$ cat src/rtl/pattern_serial_tx.sv
// Serial pattern transmitter. Accepts a pattern word and a repeat count through
// a start/ready handshake, then shifts the pattern out MSB-first with idle gaps.
module pattern_serial_tx #(
  parameter int   WIDTH      = 4,
  parameter int   CNT_W      = 8,
  parameter int   GAP        = 2,
  parameter logic IDLE_LEVEL = 1'b0
) (
  input  logic             clk,
  input  logic             reset,
  input  logic             start,
  input  logic [WIDTH-1:0] pat_in,
  input  logic [CNT_W-1:0] rep_in,
  output logic             ready,
  output logic             out,
  output logic             frame,
  output logic             busy,
  output logic             done
);

  localparam int BC_W = (WIDTH > 1) ? $clog2(WIDTH) : 1;
  localparam int GC_W = (GAP > 1) ? $clog2(GAP) : 1;
  localparam logic [BC_W-1:0] BIT_LAST = BC_W'(WIDTH - 1);
  localparam logic [GC_W-1:0] GAP_LAST = GC_W'((GAP > 0) ? GAP - 1 : 0);

  typedef enum logic [1:0] {S_IDLE, S_SHIFT, S_GAP, S_DONE} state_t;

  state_t           r_state,   w_state_nxt;
  logic [WIDTH-1:0] r_pat,     w_pat_nxt;
  logic [WIDTH-1:0] r_shift,   w_shift_nxt;
  logic [BC_W-1:0]  r_bit_cnt, w_bit_cnt_nxt;
  logic [GC_W-1:0]  r_gap_cnt, w_gap_cnt_nxt;
  logic [CNT_W-1:0] r_rep_cnt, w_rep_cnt_nxt;
  logic             r_out,     w_out_nxt;
  logic             r_frame,   w_frame_nxt;
  logic             r_busy,    w_busy_nxt;
  logic             r_done,    w_done_nxt;

  // r_shift holds the bits still to come after the one currently on out.
  always_comb begin
    // NOTE: every signal gets a default before the case so no path leaves one unassigned (no latches).
    w_state_nxt   = r_state;
    w_pat_nxt     = r_pat;
    w_shift_nxt   = r_shift;
    w_bit_cnt_nxt = r_bit_cnt;
    w_gap_cnt_nxt = r_gap_cnt;
    w_rep_cnt_nxt = r_rep_cnt;
    w_out_nxt     = IDLE_LEVEL;
    w_frame_nxt   = 1'b0;
    w_busy_nxt    = 1'b0;
    w_done_nxt    = 1'b0;

    unique case (r_state)
      S_IDLE: begin
        if (start) begin
          w_pat_nxt     = pat_in;
          w_rep_cnt_nxt = rep_in;
          w_busy_nxt    = 1'b1;
          if (rep_in != '0) begin
            w_state_nxt   = S_SHIFT;
            w_out_nxt     = pat_in[WIDTH-1];
            w_frame_nxt   = 1'b1;
            w_shift_nxt   = pat_in << 1;
            w_bit_cnt_nxt = '0;
          end else begin
            w_state_nxt = S_DONE;
            w_done_nxt  = 1'b1;
          end
        end
      end

      S_SHIFT: begin
        w_busy_nxt = 1'b1;
        if (r_bit_cnt == BIT_LAST) begin
          w_rep_cnt_nxt = r_rep_cnt - CNT_W'(1);
          if (r_rep_cnt > CNT_W'(1)) begin
            if (GAP > 0) begin
              w_state_nxt   = S_GAP;
              w_gap_cnt_nxt = '0;
            end else begin
              w_out_nxt     = r_pat[WIDTH-1];
              w_frame_nxt   = 1'b1;
              w_shift_nxt   = r_pat << 1;
              w_bit_cnt_nxt = '0;
            end
          end else begin
            w_state_nxt = S_DONE;
            w_done_nxt  = 1'b1;
          end
        end else begin
          w_out_nxt     = r_shift[WIDTH-1];
          w_frame_nxt   = 1'b1;
          w_shift_nxt   = r_shift << 1;
          w_bit_cnt_nxt = r_bit_cnt + BC_W'(1);
        end
      end

      S_GAP: begin
        w_busy_nxt = 1'b1;
        if (r_gap_cnt == GAP_LAST) begin
          w_state_nxt   = S_SHIFT;
          w_out_nxt     = r_pat[WIDTH-1];
          w_frame_nxt   = 1'b1;
          w_shift_nxt   = r_pat << 1;
          w_bit_cnt_nxt = '0;
        end else begin
          w_gap_cnt_nxt = r_gap_cnt + GC_W'(1);
        end
      end

      S_DONE:  w_state_nxt = S_IDLE;
      default: w_state_nxt = S_IDLE;
    endcase
  end

  always_ff @(posedge clk) begin
    // NOTE: non-blocking assignments so every register samples pre-edge values.
    if (reset) begin
      r_state   <= S_IDLE;
      r_pat     <= '0;
      r_shift   <= '0;
      r_bit_cnt <= '0;
      r_gap_cnt <= '0;
      r_rep_cnt <= '0;
      r_out     <= IDLE_LEVEL;
      r_frame   <= 1'b0;
      r_busy    <= 1'b0;
      r_done    <= 1'b0;
    end else begin
      r_state   <= w_state_nxt;
      r_pat     <= w_pat_nxt;
      r_shift   <= w_shift_nxt;
      r_bit_cnt <= w_bit_cnt_nxt;
      r_gap_cnt <= w_gap_cnt_nxt;
      r_rep_cnt <= w_rep_cnt_nxt;
      r_out     <= w_out_nxt;
      r_frame   <= w_frame_nxt;
      r_busy    <= w_busy_nxt;
      r_done    <= w_done_nxt;
    end
  end

  assign ready = (r_state == S_IDLE);
  assign out   = r_out;
  assign frame = r_frame;
  assign busy  = r_busy;
  assign done  = r_done;

endmodule

$ cat config.mk
export PLATFORM = sky130hd
export DESIGN_NAME = pattern_serial_tx
export DESIGN_NICKNAME = d
export VERILOG_FILES = /design/src/rtl/pattern_serial_tx.sv
export SDC_FILE = /design/constraint.sdc
export NUM_CORES = 1
export LEC_CHECK = 0
export ABC_AREA = 0
export CAP_MARGIN = 20
export CORE_ASPECT_RATIO = 0.6
export CORE_MARGIN = 3
export CORE_UTILIZATION = 40
export CTS_BUF_LIST = sky130_fd_sc_hd__clkbuf_2
export DETAILED_ROUTE_END_ITERATION = 6
export GPL_TIMING_DRIVEN = 1
export PLACE_DENSITY = 0.63
export SETUP_SLACK_MARGIN = 0.3
export SYNTH_ARGS = -nofsm -noshare
export SYNTH_HDL_FRONTEND = slang
export SYNTH_SLANG_ARGS = --single-unit
$ cat constraint.sdc
create_clock -name clk -period 2.7 [get_ports clk]
set_input_delay 0.54 -clock clk [delete_from_list [all_inputs] [get_ports clk]]
set_output_delay 0.54 -clock clk [all_outputs]
set_load 0.1 [all_outputs]
==> impl_metrics.csv, run 1 <==
group,metric,value,unit
route,met3WireLength,241,um
status,status,"completed",
grt,grt_pass1_vias,1174,
sta,clock_skew,5.52,ps
die,die_w,80.9,um
sta,maxSlewHeadroom,36.2,%
power_and_ir_drop,peakVddDrop,0.907,mV
die,rows,15,
route,wl,3.52,mm
clock_tree,cts_max_level,1,
sta,fmax,448,MHz
setup_path,worst_r2r_path_depth,6,
yosys,synth_xor_area_share,0,%
die,core,0.00304,mm2
clock_tree,cts_buffers,3,
setup_path,arrival,2500,ps
yosys,synth_top_cells_by_count,"dfxtp_1 (24), a21oi_1 (18), nand2_1 (18)",
yosys,synth_top_area_share,35.7,%
grt,grt_pass1_wl,5.93,mm
yosys,yosys.area_share.simple,25.2,%
route,wire_per_inst,15.8,um
sta,fin_ws,469,ps
yosys,yosysSeqAreaShare,35.7,%
cells_and_area,syn_to_final_growth,18.0,%
power_and_ir_drop,p_per_area,1110,mW/mm2
route,vias,1293,
clock_tree,post_cts_buffers,0,
route,wl_met1,1.85,mm
die,num_io_pins,20,
place,dp.cells,220,
yosys,synth_compound_area_share,26.0,%
die,die-area,0.00412,mm2
die,die_h,50.9,um
clock_tree,cts_buffer_depth,2,
flow_run,drv_cap,0,
yosys,synth_area,0.00135,mm2
cells_and_area,stdcell_count,223,
yosys,ys_ff_latch,24,
setup_path,endpoint,"r_bit_cnt[0]",
setup_path,rrSetupSlack,470,ps
setup_path,critPathLaunchType,"flop",
yosys,async_flop_share,0,%
power_and_ir_drop,p_leak,0.591,nW
yosys,synth.most_common_cell,"dfxtp_1",
yosys,synth_top_family_by_area,"compound AO/OA/AOI/OAI gates",
sta,tns,0,ps
clock_tree,clock_sinks,24,
sta,fin_crit_sh,82.6,%
setup_path,r2r_end,"r_bit_cnt[0]",
sta,worst_pin_slew,954,ps
setup_path,critPathKind,"reg -> reg",
grt,antenna_found_initial,0,
cells_and_area,final_util,52.2,%
sta,min_period,2230,ps
route,drtPass1Iterations,4,
route,drc,0,
yosys,synth_area_leaders,"dfxtp_1 (36%), ha_1 (7.4%), a21oi_1 (6.7%)",
clock_tree,cts_tree,"yes",
yosys,synthFlopType,"dfxtp_1",
worst_hold_path,min_path_type,"reg -> reg",
yosys,synth.distinct_cells,43,
setup_path,cp.required,2970,ps
yosys,yosys_warnings,0,
grt,grt_max_degree,25,
yosys,syn_area_per_cell,8.30,um2
place,portBuffers,19,
yosys,synth_top_cell_by_area,"dfxtp_1",
grt,grt_overflow,0,
cells_and_area,final_layout_size_suffix_gt1_share,12.7,%
setup_path,critPathMaxFanout,7,
sta,grt_setup_unrepaired,"false",
sta,hold_viol,0,
place,gp_congestion,0.860,
setup_path,endpoint_kind,"flop",
place,place_ws,364,ps
yosys,synth_cells,162,
route,route.met2.wl,1.41,mm
yosys,synth_mux_area_share,0,%
clock_tree,clock-root-buffer,"clkbuf_2",
clock_tree,insertion_delay,340,ps
route,drtIter0Drc,114,
yosys,synth-edff-count,0,
cells_and_area,finish.net_count,206,
sta,drv_slew,0,
route,final_antenna_net_count,0,
place,place_hpwl,2.60,mm
yosys,synthAdderAreaFrac,7.44,%
sta,setup_viol,0,
cells_and_area,diodes,0,
grt,grt_usage,18.6,%
clock_tree,clk_pin_slew_worst_paths,230,ps
worst_hold_path,whs_path_depth,2,
die,initial_core_util,44.2,%
route,top_layer,"met4",
setup_path,r2r_start,"r_state[0]",
yosys,synth_nets,185,
setup_path,startpoint,"r_state[0]",
route,viasPerCell,5.80,
## metrics by stage
step	hold WS, ps	total power [mW]	area, um2
after floorplan	437	1.36	1350
after global placement	446	1.58	1570
after detailed placement	452	1.61	1570
after CTS	476	1.75	1590
after global routing	507	1.90	1590
final	475	1.76	1590
## metal layers
| layer | up-vias | global-route usage, % |
|---|---|---|
| met4 | 0 | 2.53 |
| met2 | 50 | 25.7 |
| met3 | 2 | 4.40 |
| met5 | - | 0 |
| met1 | 603 | 29.0 |
| li1 | 638 | - |
## cell families (layout without fill, tap and decap cells)
group / count (synthesis) / count (layout)
compound gates: 55 / 55
fa+ha+maj: 8 / 8
buf+inv: 17 / 36
flops: 24 / 24
simple gates: 58 / 58
## repair_timing
| item | CTS | global route |
|---|---|---|
| resized for setup | 0 | 1 |
| endpoints found under the hold margin | 0 | 0 |
| hold buffers | 0 | 0 |
| endpoints found under the setup margin | 0 | 4 |
## area by class of cell
cell class | instances | area, um2
inverter | 10 | 37.5
sequential | 24 | 480
multi-input combinational | 121 | 795
fill | 287 | 1450
tap | 42 | 52.6
timing repair buffer | 23 | 208
clock buffer | 3 | 15.0
## report_power, final
group	switching, mW	internal (mW)
combinational	0.666	0.385
clock	0.109	0.0302
sequential	0.102	0.469
total	0.878	0.884
## worst min path at each step
| stage | from | endpoint | slack (ps) |
|---|---|---|---|
| finish | r_pat[3] | r_pat[3] | 470 |
| floorplan | r_pat[2] | r_pat[2] | 440 |
| global route | r_pat[0] | r_pat[0] | 510 |
| global placement | r_pat[0] | r_pat[0] | 450 |
| CTS | r_pat[3] | r_pat[3] | 480 |
| detailed placement | r_pat[3] | r_pat[3] | 450 |
## sequential cells by signal (all words and copies together), names as in the netlist
| signal | cells |
|---|---|
| r_state | 2 |
| out | 1 |
| r_shift | 3 |
| done | 1 |
| frame | 1 |
| r_rep_cnt | 8 |
| r_gap_cnt | 1 |
| r_bit_cnt | 2 |
| busy | 1 |
| r_pat | 4 |
## placed cells by master, fill, tap and decap left out, drive strengths merged
master | synthesis | routed
o31ai | 1 | 1
buf | 4 | 9
and2b | 1 | 1
a311oi | 2 | 2
nand2b | 1 | 1
nor2b | 4 | 4
dfxtp | 24 | 24
a21oi | 18 | 18
a211oi | 6 | 6
a31oi | 2 | 2
and3 | 1 | 1
ha | 8 | 8
and2 | 1 | 1
nor3b | 1 | 1
a32o | 1 | 1
o32ai | 2 | 2
nand2 | 18 | 18
a221oi | 2 | 2
nor3 | 6 | 6
nand3 | 1 | 1
nor4b | 2 | 2
o21ba | 1 | 1
clkinv | 1 | 1
o2111ai | 2 | 2
clkbuf | 3 | 3
nor4 | 4 | 4
o41ai | 1 | 1
o21ai | 12 | 12
or3 | 2 | 2
or4b | 2 | 2
clkdlybuf4s50 | 0 | 14
a2bb2oi | 1 | 1
a22oi | 2 | 2
nand4 | 1 | 1
nand3b | 1 | 1
or2 | 1 | 1
inv | 9 | 9
o22ai | 2 | 2
nor2 | 9 | 9
or4 | 2 | 2
## worst max-delay path, cell delays in order, from the launching register on
cell	delay [ps]
dfxtp_1	440
inv_1	110
ha_1	310
and2b_1	230
or4b_4	510
or4_1	420
a21oi_1	140
Power figures use the tool's default switching activity.
==> inputs of run 2 (changes only) <==
==> constraint.sdc (replaced) <==
create_clock -name clk -period 2.1 [get_ports clk]
set_input_delay 0.42 -clock clk [delete_from_list [all_inputs] [get_ports clk]]
set_output_delay 0.42 -clock clk [all_outputs]
set_load 0.1 [all_outputs]
==> impl_metrics.csv, run 2 (synthesis results as in run 1) <==
group,metric,value,unit
status,status,"completed",
power_and_ir_drop,p_per_area,1470,mW/mm2
clock_tree,cts_buffer_depth,2,
grt,antenna_found_initial,0,
sta,maxSlewHeadroom,72.8,%
flow_run,drv_cap,0,
clock_tree,cts_max_level,1,
place,portBuffers,19,
place,place_hpwl,2.64,mm
setup_path,cp_cell_sequence,"buf_4 > ha_4 > and2b_1 > or4b_4 > or4_4 > a21oi_2",
power_and_ir_drop,peakVddDrop,0.793,mV
die,initial_core_util,44.2,%
cells_and_area,largest_register_ff_count,8,
route,wl,4.01,mm
die,num_io_pins,20,
route,drc,0,
clock_tree,insertion_delay,350,ps
route,wire_per_inst,16.2,um
cells_and_area,layout_common_cells,"buf_4 (27), dfxtp_1 (22), nand2_1 (18)",
clock_tree,clock-root-buffer,"clkbuf_2",
cells_and_area,finish.net_count,231,
setup_path,cp.required,2400,ps
grt,gr-usage-met1,30.3,%
worst_hold_path,min_path_type,"reg -> reg",
grt,use_met2,32.3,%
grt,top_usage_layer,"met2",
route,drtPass1Iterations,4,
sta,clock_skew,13.8,ps
grt,grt_pass1_wl,6.65,mm
cells_and_area,reg_top3,"r_rep_cnt: 8 flops, r_pat: 4 flops, r_shift: 3 flops",
grt,use_met3,4.93,%
clock_tree,cts_buffers,3,
clock_tree,holdBufCountCts,0,
sta,worst_pin_slew,407,ps
sta,hold_viol,0,
sta,grt_setup_unrepaired,"true",
sta,holdWs,478,ps
sta,fmax,507,MHz
setup_path,arrival,2270,ps
cells_and_area,multi_input_area,937,um2
die,die_h,50.9,um
sta,setup_viol,0,
die,rows,15,
setup_path,critPathKind,"reg -> reg",
grt,grt_max_degree,25,
die,die_w,80.9,um
clock_tree,clk_pin_slew_worst_paths,230,ps
cells_and_area,seqCellArea,488,um2
die,die-area,0.00412,mm2
setup_path,critPathMaxStageDelay,490,ps
clock_tree,clock_sinks,24,
setup_path,critPathLaunchType,"flop",
route,vias,1431,
grt,grt_usage,21.0,%
clock_tree,cts_tree,"yes",
power_and_ir_drop,p_leak,0.756,nW
setup_path,critPathMaxFanout,4,
place,gp_congestion,0.856,
sta,min_period,1970,ps
cells_and_area,syn_to_final_growth,46.7,%
die,core,0.00304,mm2
cells_and_area,nFillCells,258,
sta,drv_slew,0,
cells_and_area,regMostFlops,"r_rep_cnt",
cells_and_area,final_layout_size_suffix_gt1_share,34.5,%
sta,fin_crit_sh,94.0,%
route,drtIter0Drc,171,
cells_and_area,diodes,0,
setup_path,endpoint_kind,"flop",
cells_and_area,final_util,64.9,%
route,viasPerCell,5.77,
grt,grt_overflow,0,
cells_and_area,final_common_cell,"buf_4",
route,final_antenna_net_count,0,
grt,grt_pass1_vias,1350,
setup_path,worst_path_max_delay_cell,"or4b_4",
[run 2: metal layers]
metal,up-vias,wire [um]
met3,2,288
li1,704,-
met5,-,0
met4,0,8
met2,53,1720
met1,672,2000
[run 2: cell type report]
type                            count  area share (%)
Tap cell                           42            2.66
Timing Repair Buffer               48            22.2
Inverter                           10            2.16
Clock buffer                        3           0.761
Sequential cell                    24            24.7
Multi-Input combinational cell    121            47.5
[run 2: repair_timing]
action | CTS | global route
cloned | 1 | 0
resized for setup | 19 | 30
setup buffers | 10 | 4
endpoints found under the setup margin | 16 | 17
pin swaps | 5 | 14
[run 2: worst max-delay path: cells and delay by family, from the launching register on]
family                   cells  cell delay, ps
buffers and inverters        1             140
AO/OA/AOI/OAI                1             130
adder cells (fa/ha/maj)      1             160
AND/OR/NAND/NOR              3            1090
flip-flops                   1             410
[run 2: path summary, 6_finish.rpt]
path         startpoint      endpoint  slack, ps  depth (start not counted)
max reg2reg  r_state[1]  r_bit_cnt[0]        130                          6
min reg2reg    r_pat[1]      r_pat[1]        480                          2
max          r_state[1]  r_bit_cnt[0]        130                          6
min            r_pat[1]      r_pat[1]        480                          2
[run 2: power by group]
part	total [mW]	internal (mW)	switching (mW)
Combinational	1.96	0.895	1.07
Clock	0.180	0.0388	0.141
Sequential	0.760	0.610	0.150
Total	2.90	1.54	1.36
[run 2: metrics by stage]
step	cell area, um2	setup TNS [ps]	std cells	worst slack (ps)	power [mW]
after floorplan	1360	0	162	43.9	1.78
after global placement	1670	-19.4	230	-19.4	2.17
after detailed placement	1670	-32.6	230	-32.6	2.20
after CTS	1840	0	244	204	2.60
after global routing	1970	0	248	77.9	3.08
final	1970	0	248	126	2.90
